==> src/rtl/uart_rx_frame_check.sv <==
// uart_rx_frame_check
// Tracks one UART RX frame (start, data, optional parity, stop bits) driven by the
// per-bit sample strobe. It deserialises the data LSB first, flags a start glitch,
// a parity error and a stop error, and keeps saturating per-error frame counters.
//
// Ports:
//   CLK, RST            clock (rising edge), asynchronous active-low reset
//   frame_start         start-edge pulse; accepted only in idle
//   finish_s            sampled_bit is valid for the current bit
//   sampled_bit         majority-sampled line value
//   par_en, par_typ     parity present / odd parity; latched at frame_start
//   cnt_clr             synchronous clear of all error counters
//   rx_data             payload of the last good frame
//   data_valid          pulse: rx_data updated
//   frame_done          pulse: frame ended (good, errored or glitch-aborted)
//   strt_glitch         level: start bit sampled high
//   par_err             level: parity mismatch
//   stp_err             level: a stop bit sampled low
//   glitch_cnt, par_err_cnt, stp_err_cnt   saturating error counters
module uart_rx_frame_check #(
  parameter int unsigned DATA_WIDTH = 8,
  parameter int unsigned STOP_BITS  = 1,
  parameter int unsigned CNT_WIDTH  = 8
) (
  input  logic                  CLK,
  input  logic                  RST,
  input  logic                  frame_start,
  input  logic                  finish_s,
  input  logic                  sampled_bit,
  input  logic                  par_en,
  input  logic                  par_typ,
  input  logic                  cnt_clr,
  output logic [DATA_WIDTH-1:0] rx_data,
  output logic                  data_valid,
  output logic                  frame_done,
  output logic                  strt_glitch,
  output logic                  par_err,
  output logic                  stp_err,
  output logic [CNT_WIDTH-1:0]  glitch_cnt,
  output logic [CNT_WIDTH-1:0]  par_err_cnt,
  output logic [CNT_WIDTH-1:0]  stp_err_cnt
);

  localparam int unsigned BitCntW = $clog2(DATA_WIDTH);
  localparam logic [BitCntW-1:0] LastBit = BitCntW'(DATA_WIDTH - 1);

  typedef enum logic [2:0] {StIdle, StStart, StData, StParity, StStop} state_e;

  state_e                  state_q, state_d;
  logic [BitCntW-1:0]      bit_cnt_q, bit_cnt_d;
  logic                    stop_cnt_q, stop_cnt_d;
  logic [DATA_WIDTH-1:0]   shift_q, shift_d;
  logic                    par_en_q, par_en_d;
  logic                    par_typ_q, par_typ_d;
  logic [DATA_WIDTH-1:0]   rx_data_q, rx_data_d;
  logic                    data_valid_q, data_valid_d;
  logic                    frame_done_q, frame_done_d;
  logic                    strt_glitch_q, strt_glitch_d;
  logic                    par_err_q, par_err_d;
  logic                    stp_err_q, stp_err_d;
  logic [CNT_WIDTH-1:0]    glitch_cnt_q, glitch_cnt_d;
  logic [CNT_WIDTH-1:0]    par_err_cnt_q, par_err_cnt_d;
  logic [CNT_WIDTH-1:0]    stp_err_cnt_q, stp_err_cnt_d;
  logic                    glitch_inc, par_inc, stp_inc;
  logic                    last_stop;

  // With two stop bits, stop_cnt_q marks that the first one has been taken.
  assign last_stop = (STOP_BITS == 1) ? 1'b1 : stop_cnt_q;

  // State register
  always_ff @(posedge CLK or negedge RST) begin
    if (!RST) begin
      state_q <= StIdle;
    end else begin
      state_q <= state_d;
    end
  end

  // Next-state logic
  always_comb begin
    state_d = state_q;
    case (state_q)
      StIdle:   if (frame_start) state_d = StStart;
      StStart:  if (finish_s) state_d = sampled_bit ? StIdle : StData;
      StData: begin
        if (finish_s && (bit_cnt_q == LastBit)) state_d = par_en_q ? StParity : StStop;
      end
      StParity: if (finish_s) state_d = StStop;
      StStop:   if (finish_s && last_stop) state_d = StIdle;
      default:  state_d = StIdle;
    endcase
  end

  // Datapath and output next-state logic
  always_comb begin
    bit_cnt_d     = bit_cnt_q;
    stop_cnt_d    = stop_cnt_q;
    shift_d       = shift_q;
    par_en_d      = par_en_q;
    par_typ_d     = par_typ_q;
    rx_data_d     = rx_data_q;
    data_valid_d  = 1'b0;
    frame_done_d  = 1'b0;
    strt_glitch_d = strt_glitch_q;
    par_err_d     = par_err_q;
    stp_err_d     = stp_err_q;
    glitch_inc    = 1'b0;
    par_inc       = 1'b0;
    stp_inc       = 1'b0;

    case (state_q)
      StIdle: begin
        if (frame_start) begin
          par_en_d      = par_en;
          par_typ_d     = par_typ;
          strt_glitch_d = 1'b0;
          par_err_d     = 1'b0;
          stp_err_d     = 1'b0;
          bit_cnt_d     = '0;
          stop_cnt_d    = 1'b0;
        end
      end
      StStart: begin
        if (finish_s) begin
          if (sampled_bit) begin
            strt_glitch_d = 1'b1;
            glitch_inc    = 1'b1;
            frame_done_d  = 1'b1;
          end else begin
            bit_cnt_d = '0;
          end
        end
      end
      StData: begin
        if (finish_s) begin
          // LSB arrives first, so shifting right leaves it at bit 0.
          shift_d   = {sampled_bit, shift_q[DATA_WIDTH-1:1]};
          bit_cnt_d = bit_cnt_q + 1'b1;
        end
      end
      StParity: begin
        if (finish_s && (sampled_bit != ((^shift_q) ^ par_typ_q))) par_err_d = 1'b1;
      end
      StStop: begin
        if (finish_s) begin
          if (!sampled_bit) stp_err_d = 1'b1;
          stop_cnt_d = 1'b1;
          if (last_stop) begin
            // stp_err_d already includes the final stop bit's own sample.
            frame_done_d = 1'b1;
            par_inc      = par_err_q;
            stp_inc      = stp_err_d;
            if (!par_err_q && !stp_err_d) begin
              rx_data_d    = shift_q;
              data_valid_d = 1'b1;
            end
          end
        end
      end
      default: ;
    endcase

    // Saturating counters; clear wins over a same-cycle increment.
    glitch_cnt_d = glitch_cnt_q;
    if (cnt_clr) glitch_cnt_d = '0;
    else if (glitch_inc && (glitch_cnt_q != '1)) glitch_cnt_d = glitch_cnt_q + CNT_WIDTH'(1);

    par_err_cnt_d = par_err_cnt_q;
    if (cnt_clr) par_err_cnt_d = '0;
    else if (par_inc && (par_err_cnt_q != '1)) par_err_cnt_d = par_err_cnt_q + CNT_WIDTH'(1);

    stp_err_cnt_d = stp_err_cnt_q;
    if (cnt_clr) stp_err_cnt_d = '0;
    else if (stp_inc && (stp_err_cnt_q != '1)) stp_err_cnt_d = stp_err_cnt_q + CNT_WIDTH'(1);
  end

  // Datapath registers
  always_ff @(posedge CLK or negedge RST) begin
    if (!RST) begin
      bit_cnt_q     <= '0;
      stop_cnt_q    <= 1'b0;
      shift_q       <= '0;
      par_en_q      <= 1'b0;
      par_typ_q     <= 1'b0;
      rx_data_q     <= '0;
      data_valid_q  <= 1'b0;
      frame_done_q  <= 1'b0;
      strt_glitch_q <= 1'b0;
      par_err_q     <= 1'b0;
      stp_err_q     <= 1'b0;
      glitch_cnt_q  <= '0;
      par_err_cnt_q <= '0;
      stp_err_cnt_q <= '0;
    end else begin
      bit_cnt_q     <= bit_cnt_d;
      stop_cnt_q    <= stop_cnt_d;
      shift_q       <= shift_d;
      par_en_q      <= par_en_d;
      par_typ_q     <= par_typ_d;
      rx_data_q     <= rx_data_d;
      data_valid_q  <= data_valid_d;
      frame_done_q  <= frame_done_d;
      strt_glitch_q <= strt_glitch_d;
      par_err_q     <= par_err_d;
      stp_err_q     <= stp_err_d;
      glitch_cnt_q  <= glitch_cnt_d;
      par_err_cnt_q <= par_err_cnt_d;
      stp_err_cnt_q <= stp_err_cnt_d;
    end
  end

  assign rx_data     = rx_data_q;
  assign data_valid  = data_valid_q;
  assign frame_done  = frame_done_q;
  assign strt_glitch = strt_glitch_q;
  assign par_err     = par_err_q;
  assign stp_err     = stp_err_q;
  assign glitch_cnt  = glitch_cnt_q;
  assign par_err_cnt = par_err_cnt_q;
  assign stp_err_cnt = stp_err_cnt_q;

endmodule
==> config.mk <==
export PLATFORM = sky130hd
export DESIGN_NAME = uart_rx_frame_check
export DESIGN_NICKNAME = d
export VERILOG_FILES = /design/src/rtl/uart_rx_frame_check.sv
export SDC_FILE = /design/constraint.sdc
export NUM_CORES = 1
export LEC_CHECK = 0
export CELL_PAD_IN_SITES_DETAIL_PLACEMENT = 1
export CELL_PAD_IN_SITES_GLOBAL_PLACEMENT = 1
export CORE_ASPECT_RATIO = 1.75
export CORE_MARGIN = 5
export CORE_UTILIZATION = 45
export CTS_BUF_LIST = sky130_fd_sc_hd__clkbuf_4 sky130_fd_sc_hd__clkbuf_8
export DETAILED_ROUTE_END_ITERATION = 16
export PLACE_DENSITY = 0.9
export SLEW_MARGIN = 15
export SYNTH_ARGS = -nofsm -noshare
export SYNTH_HDL_FRONTEND = slang
export SYNTH_SLANG_ARGS = --single-unit
==> constraint.sdc <==
create_clock -name CLK -period 2.79 [get_ports CLK]
set_input_delay 0.558 -clock CLK [delete_from_list [all_inputs] [get_ports CLK]]
set_output_delay 0.558 -clock CLK [all_outputs]
set_load 0.02 [all_outputs]
# Word-level counts from Yosys, hierarchy flattened
# Cells that the tools add are included.
# op_classes
addsub	4
eq_ne	18
mux	42
n_bitwise	1
n_reduce_logical	25
# op_table
op	count
2-to-1 mux 8 bit	6
2-to-1 mux 3 bit	10
adder 8 x 1 -> 8 bit (second input constant)	3
inequality test 8 bit (second input constant)	3
2-to-1 mux 1 bit	19
inequality test 2 bit (second input constant)	9
one-hot mux 3 bit (5 select lines)	1
nonzero test 2 bit	6
AND reduction 5 bit	2
one-hot mux 3 bit (3 select lines)	1
AND reduction 3 bit	3
one-hot mux 1 bit (2 select lines)	4
parity 8 bit	1
== test 3 x 2 -> 1 bit (second input constant)	2
== test 3 bit (second input constant)	2
logical AND 1 bit	6
AND reduction 2 bit	2
AND reduction 4 bit	1
adder 3 x 1 -> 3 bit (second input constant)	1
== test 3 x 1 -> 1 bit (second input constant)	1
logical NOT 3 bit	1
nonzero test 3 bit	1
logical NOT 1 bit	2
2-to-1 mux 2 bit	1
other kinds (2)	2
# word_totals
reg_bits	53
inputBits	8
out_inout_bits	37

# Longest topological paths before layout
# depth
depth_word	8
mapped_depth	6

# Worst setup path before layout
# Ideal clock, no wire load.
# synth_timing
kind	input -> register
from	in finish_s
to	reg par_err_cnt_q[7] (netlist: par_err_cnt[7])
setup_time_ns	0.078
t_arrival_ns	1.706
required_time_ns	2.712
setup_slack_ns	1.006
path_stages	5
n_path_buf	1
path_cell_list	buf_4 and4bb_4 o211ai_4 or4_1 a21oi_1
# synth_between
elab_chain_cells	4
# synth_rtl
item	line_no	source
start: declaration	28	input logic finish_s,
2-to-1 mux 1 bit	145	if (finish_s) begin
2-to-1 mux 1 bit	111	case (state_q)
logical AND 1 bit	170	else if (par_inc && (par_err_cnt_q != '1)) par_err_cnt_d = par_err_cnt_q + CNT_WIDTH'(1);
nonzero test 2 bit (no source line)	n/a	
end signal: assignment	207	par_err_cnt_q <= par_err_cnt_d;
end: declaration	62	logic [CNT_WIDTH-1:0] par_err_cnt_q, par_err_cnt_d;
# Every way passes these cells.
# A chain may end at the register's enable or synchronous reset.

# Worst setup path after layout
# layout_timing
from	in finish_s
to	reg stp_err_cnt_q[7] (netlist: stp_err_cnt[7])
# layout_between
elab_chain_cells	4
# layout_rtl
item	line_no	source
2-to-1 mux 1 bit	145	
2-to-1 mux 1 bit	111	
logical AND 1 bit	174	else if (stp_inc && (stp_err_cnt_q != '1)) stp_err_cnt_d = stp_err_cnt_q + CNT_WIDTH'(1);
nonzero test 2 bit (no source line)	n/a	
end signal: assignment	208	stp_err_cnt_q <= stp_err_cnt_d;
end: declaration	63	logic [CNT_WIDTH-1:0] stp_err_cnt_q, stp_err_cnt_d;
# Every way passes these cells.

==> summary.txt <==
Hold path
  • Tightest Hold Check Type: in2async

Pwr
  • Combinational share of power: between 20% and 30%
  • Peak supply drop: roughly 0.00048 V
  • PwrDens: about 690 nW/um^2
  • Leakage: 1.40 nW
  • Clock share of power: between 20 and 30%
  • Psw: just under 0.0007 W
  • Seq pwr share: 45.4%
  • Switching portion of total power: 30.4%
  • Overall Power: ~0.0022 W
  • Internal Power: 0.00156 W

Floorplan
  • DIE AREA: between 7000 and 8000 um^2
  • Initial Utilization: 46.5%
  • Core box area: approximately 5600 um^2
  • Die width: ~67 um
  • I/O Pins: 45
  • Cell row count: 36
  • Die height: 111 um

Routing
  • Vias: between 2000 and 2500
  • 1st-iter DRT viols: around 120
  • Post-route ant nets: 0
  • Vias per inst: between 5 and 6
  • Drt drc: 0
  • Routed wire length: about 6.4 mm
  • First-pass iteration count of the detailed router: 4
  • Drt wl/cell: 17.6 um

Worst setup path
  • Worst reg2reg startpoint: state_q[2]$_DFFE_PN0P_
  • CP max stage cell: clkdlybuf4s50_1
  • Worst-path maximum fanout: 14
  • Worst setup SP type: input port
  • Crit end category: flip-flop
  • Worst Setup SP: finish_s
  • CP arrival: roughly 2.4 ns
  • Crit-path cells: clkdlybuf4s50_1 > and4bb_4 > o211ai_2 > or4_1 > a21oi_1
  • WP data required: roughly 3 ns
  • Crit path kind: in2reg
  • Critical Path Max Stage Delay: 0.56 ns

Synth
  • Synth warn: 0
  • Syn Area/Cell: between 10 and 15 um^2
  • Library cells used by synthesis: 40
  • Mapped cell area: between 2000 and 3000 um^2
  • Yosys reg bits: 53
  • Syn Nets: ~250
  • Synth Flop Type: dfrtp_1
  • Mapped Cells: roughly 240
  • EDFF count, synth: 0
  • Asr flop ratio synth: 100%
  • Sequential fraction of the synthesis area: 51.1%

Finish
  • Nets: slightly below 300
  • Layout cell share with drive strength beyond 1: around an eighth
  • Antenna cells: 0
  • Area growth from synthesis to layout: 24.9%
  • Core Util, Final: a little under 60%

Global route
  • Largest net degree at the start of global routing: 29
  • First-pass GRT wire length: between 10 and 15 mm
  • Grt total ovfl: 0
  • Gr usage total: 18.5%
  • Vias in the first global route: ~2200
  • Initial antenna violation count: 0

Timing
  • Final hold vios: 0
  • # setup viols final: 0
  • Achievable Freq: roughly 470 MHz
  • Final Max Slew Viols: 0
  • Fin crit period: between 2 and 2.5 ns
  • Hold slack: ~0.26 ns
  • Worst-Margin Slew: between 0.6 and 0.7 ns
  • Setup TNS Final: 0 ns
  • Final worst path period share: about three quarters
  • Slew HR: 56.5%
  • RSZ-0062 raised after global routing: false
  • Setup Skew: just over 0.006 ns

Clock network
  • Clock Latency Late Sink: around 0.31 ns
  • Clock sink count: 53
  • Maximum buffer depth of the clock tree: 2
  • CTS root buf: clkbuf_8
  • Cts hold-fix bufs: 0
  • Post-CTS resize count: 0
  • Number of CTS-inserted buffers: 5
  • H-tree depth: 2
  • Clock transition at the registers of the reported paths: 0.10 ns
  • Post-CTS Setup Bufs: 0
  • TritonCTS clock tree: done

Placed design
  • DPL Wire Length: 4.73 mm
  • RD Place Congestion: roughly 0.8
  • Port Buffers: 44

Flow run
  • Max-cap violations: 0

Outcome
  • Status: complete, no violations
==> sequential cells by signal (all words and copies together) (netlist names) <==
register     cells
bit_cnt_q        3
data_valid       1
frame_done       1
glitch_cnt       8
par_en_q         1
par_err          1
par_err_cnt      8
par_typ_q        1
rx_data          8
shift_q          8
state_q          3
stp_err          1
stp_err_cnt      8
strt_glitch      1
==> layout by cell type, fill, tap and decap left out, types with 2 or more instances in the layout <==
cell type        Yosys  final
dfrtp_1             53     53
clkdlybuf4s50_1      0     43
nand2_1             19     19
a21oi_1             18     18
mux2_2              17     17
o21ai_0             15     15
nor2_1              15     15
nand3_1             11     11
or3_1               10     10
inv_1                8      8
o31ai_1              6      6
or4_1                6      6
xor2_1               6      6
xnor2_1              6      6
ha_1                 5      5
clkbuf_8             0      5
buf_4                1      5
nand4_1              4      4
mux2i_1              3      3
and2b_1              2      2
and3b_1              2      2
nand2b_1             2      2
a211oi_1             2      2
o211ai_2             2      2
o2111ai_1            2      2
nor3_1               2      2
bufinv_16            0      2
==> worst paths after layout <==
path,end,slack [ns],cells past startpoint
min,stp_err_cnt[5]$_DFFE_PN0P_,0.26,1
min reg2reg,rx_data[2]$_DFFE_PN0P_,0.51,1
max in group asynchronous,par_err_cnt[0]$_DFFE_PN0P_,1.87,2
max,stp_err_cnt[7]$_DFFE_PN0P_,0.65,5
min in group CLK,rx_data[2]$_DFFE_PN0P_,0.51,1
max reg2reg,stp_err_cnt[7]$_DFFE_PN0P_,0.78,4
==> synthesized netlist by cell type, types with 3 or more instances <==
cell type  instances  area [um^2]
dfrtp_1           53         1330
nand2_1           19         71.3
a21oi_1           18         90.1
mux2_2            17          191
nor2_1            15         56.3
o21ai_0           15         75.1
nand3_1           11         55.1
or3_1             10         62.6
inv_1              8         30.0
o31ai_1            6         45.0
or4_1              6         45.0
xnor2_1            6         52.6
xor2_1             6         52.6
ha_1               5         62.6
nand4_1            4         25.0
buf_2              3         15.0
clkbuf_1           3         11.3
mux2i_1            3         30.0
==> through the flow <==
step | setup WS (ns) | area (um^2) | cells
finish | 0.647 | 3240 | 362
global route | 0.568 | 3240 | 362
CTS | 0.651 | 3240 | 362
detailed placement | 0.321 | 3110 | 354
global placement | 0.369 | 3110 | 354
floorplan | 1.01 | 2600 | 238
==> routing by layer <==
layer	part of all wire (%)	routed length, um	global-route usage (%)	vias up
met1	37	2360	20.5	1016
met4	1.7	108	7.32	0
li1	-	-	-	960
met5	0	0	0	-
met2	58	3700	33.9	38
met3	3.1	195	2.54	5
==> final cells by class <==
type                       instances  area [um^2]
fill                             644         2340
sequential                        53         1330
multi-input combinational        168         1180
timing repair buffer              49          473
tap                               76         95.1
clock buffer                       5         68.8
clock inverter                     3         65.1
inverter                           8         30.0
==> kinds of logic after synthesis <==
family	count (synthesis)	share of synthesized area, %
xor+xnor	13	4.91
flops	53	51.1
simple gates	79	17.0
fa+ha+maj	5	2.41
buf+inv	17	3.32
mux	20	8.53
compound gates	51	12.8
==> power groups by stage <==
stage	Sequential, W	Clock (W)	Combinational (W)
after floorplan	0.00101	0	0.000431
after global placement	0.00103	0	0.000581
after detailed placement	0.00103	0	0.000605
after CTS	0.00102	0.000631	0.000615
after global routing	0.00104	0.000664	0.000662
final	0.00102	0.000616	0.000607
==> critical path, delay by kind of cell <==
kind | cells | cell delay [ns]
AND/OR/NAND/NOR | 2 | 0.84
buffers and inverters | 1 | 0.56
AO/OA/AOI/OAI | 2 | 0.42
Note: power is estimated with default switching activity, not from simulation.
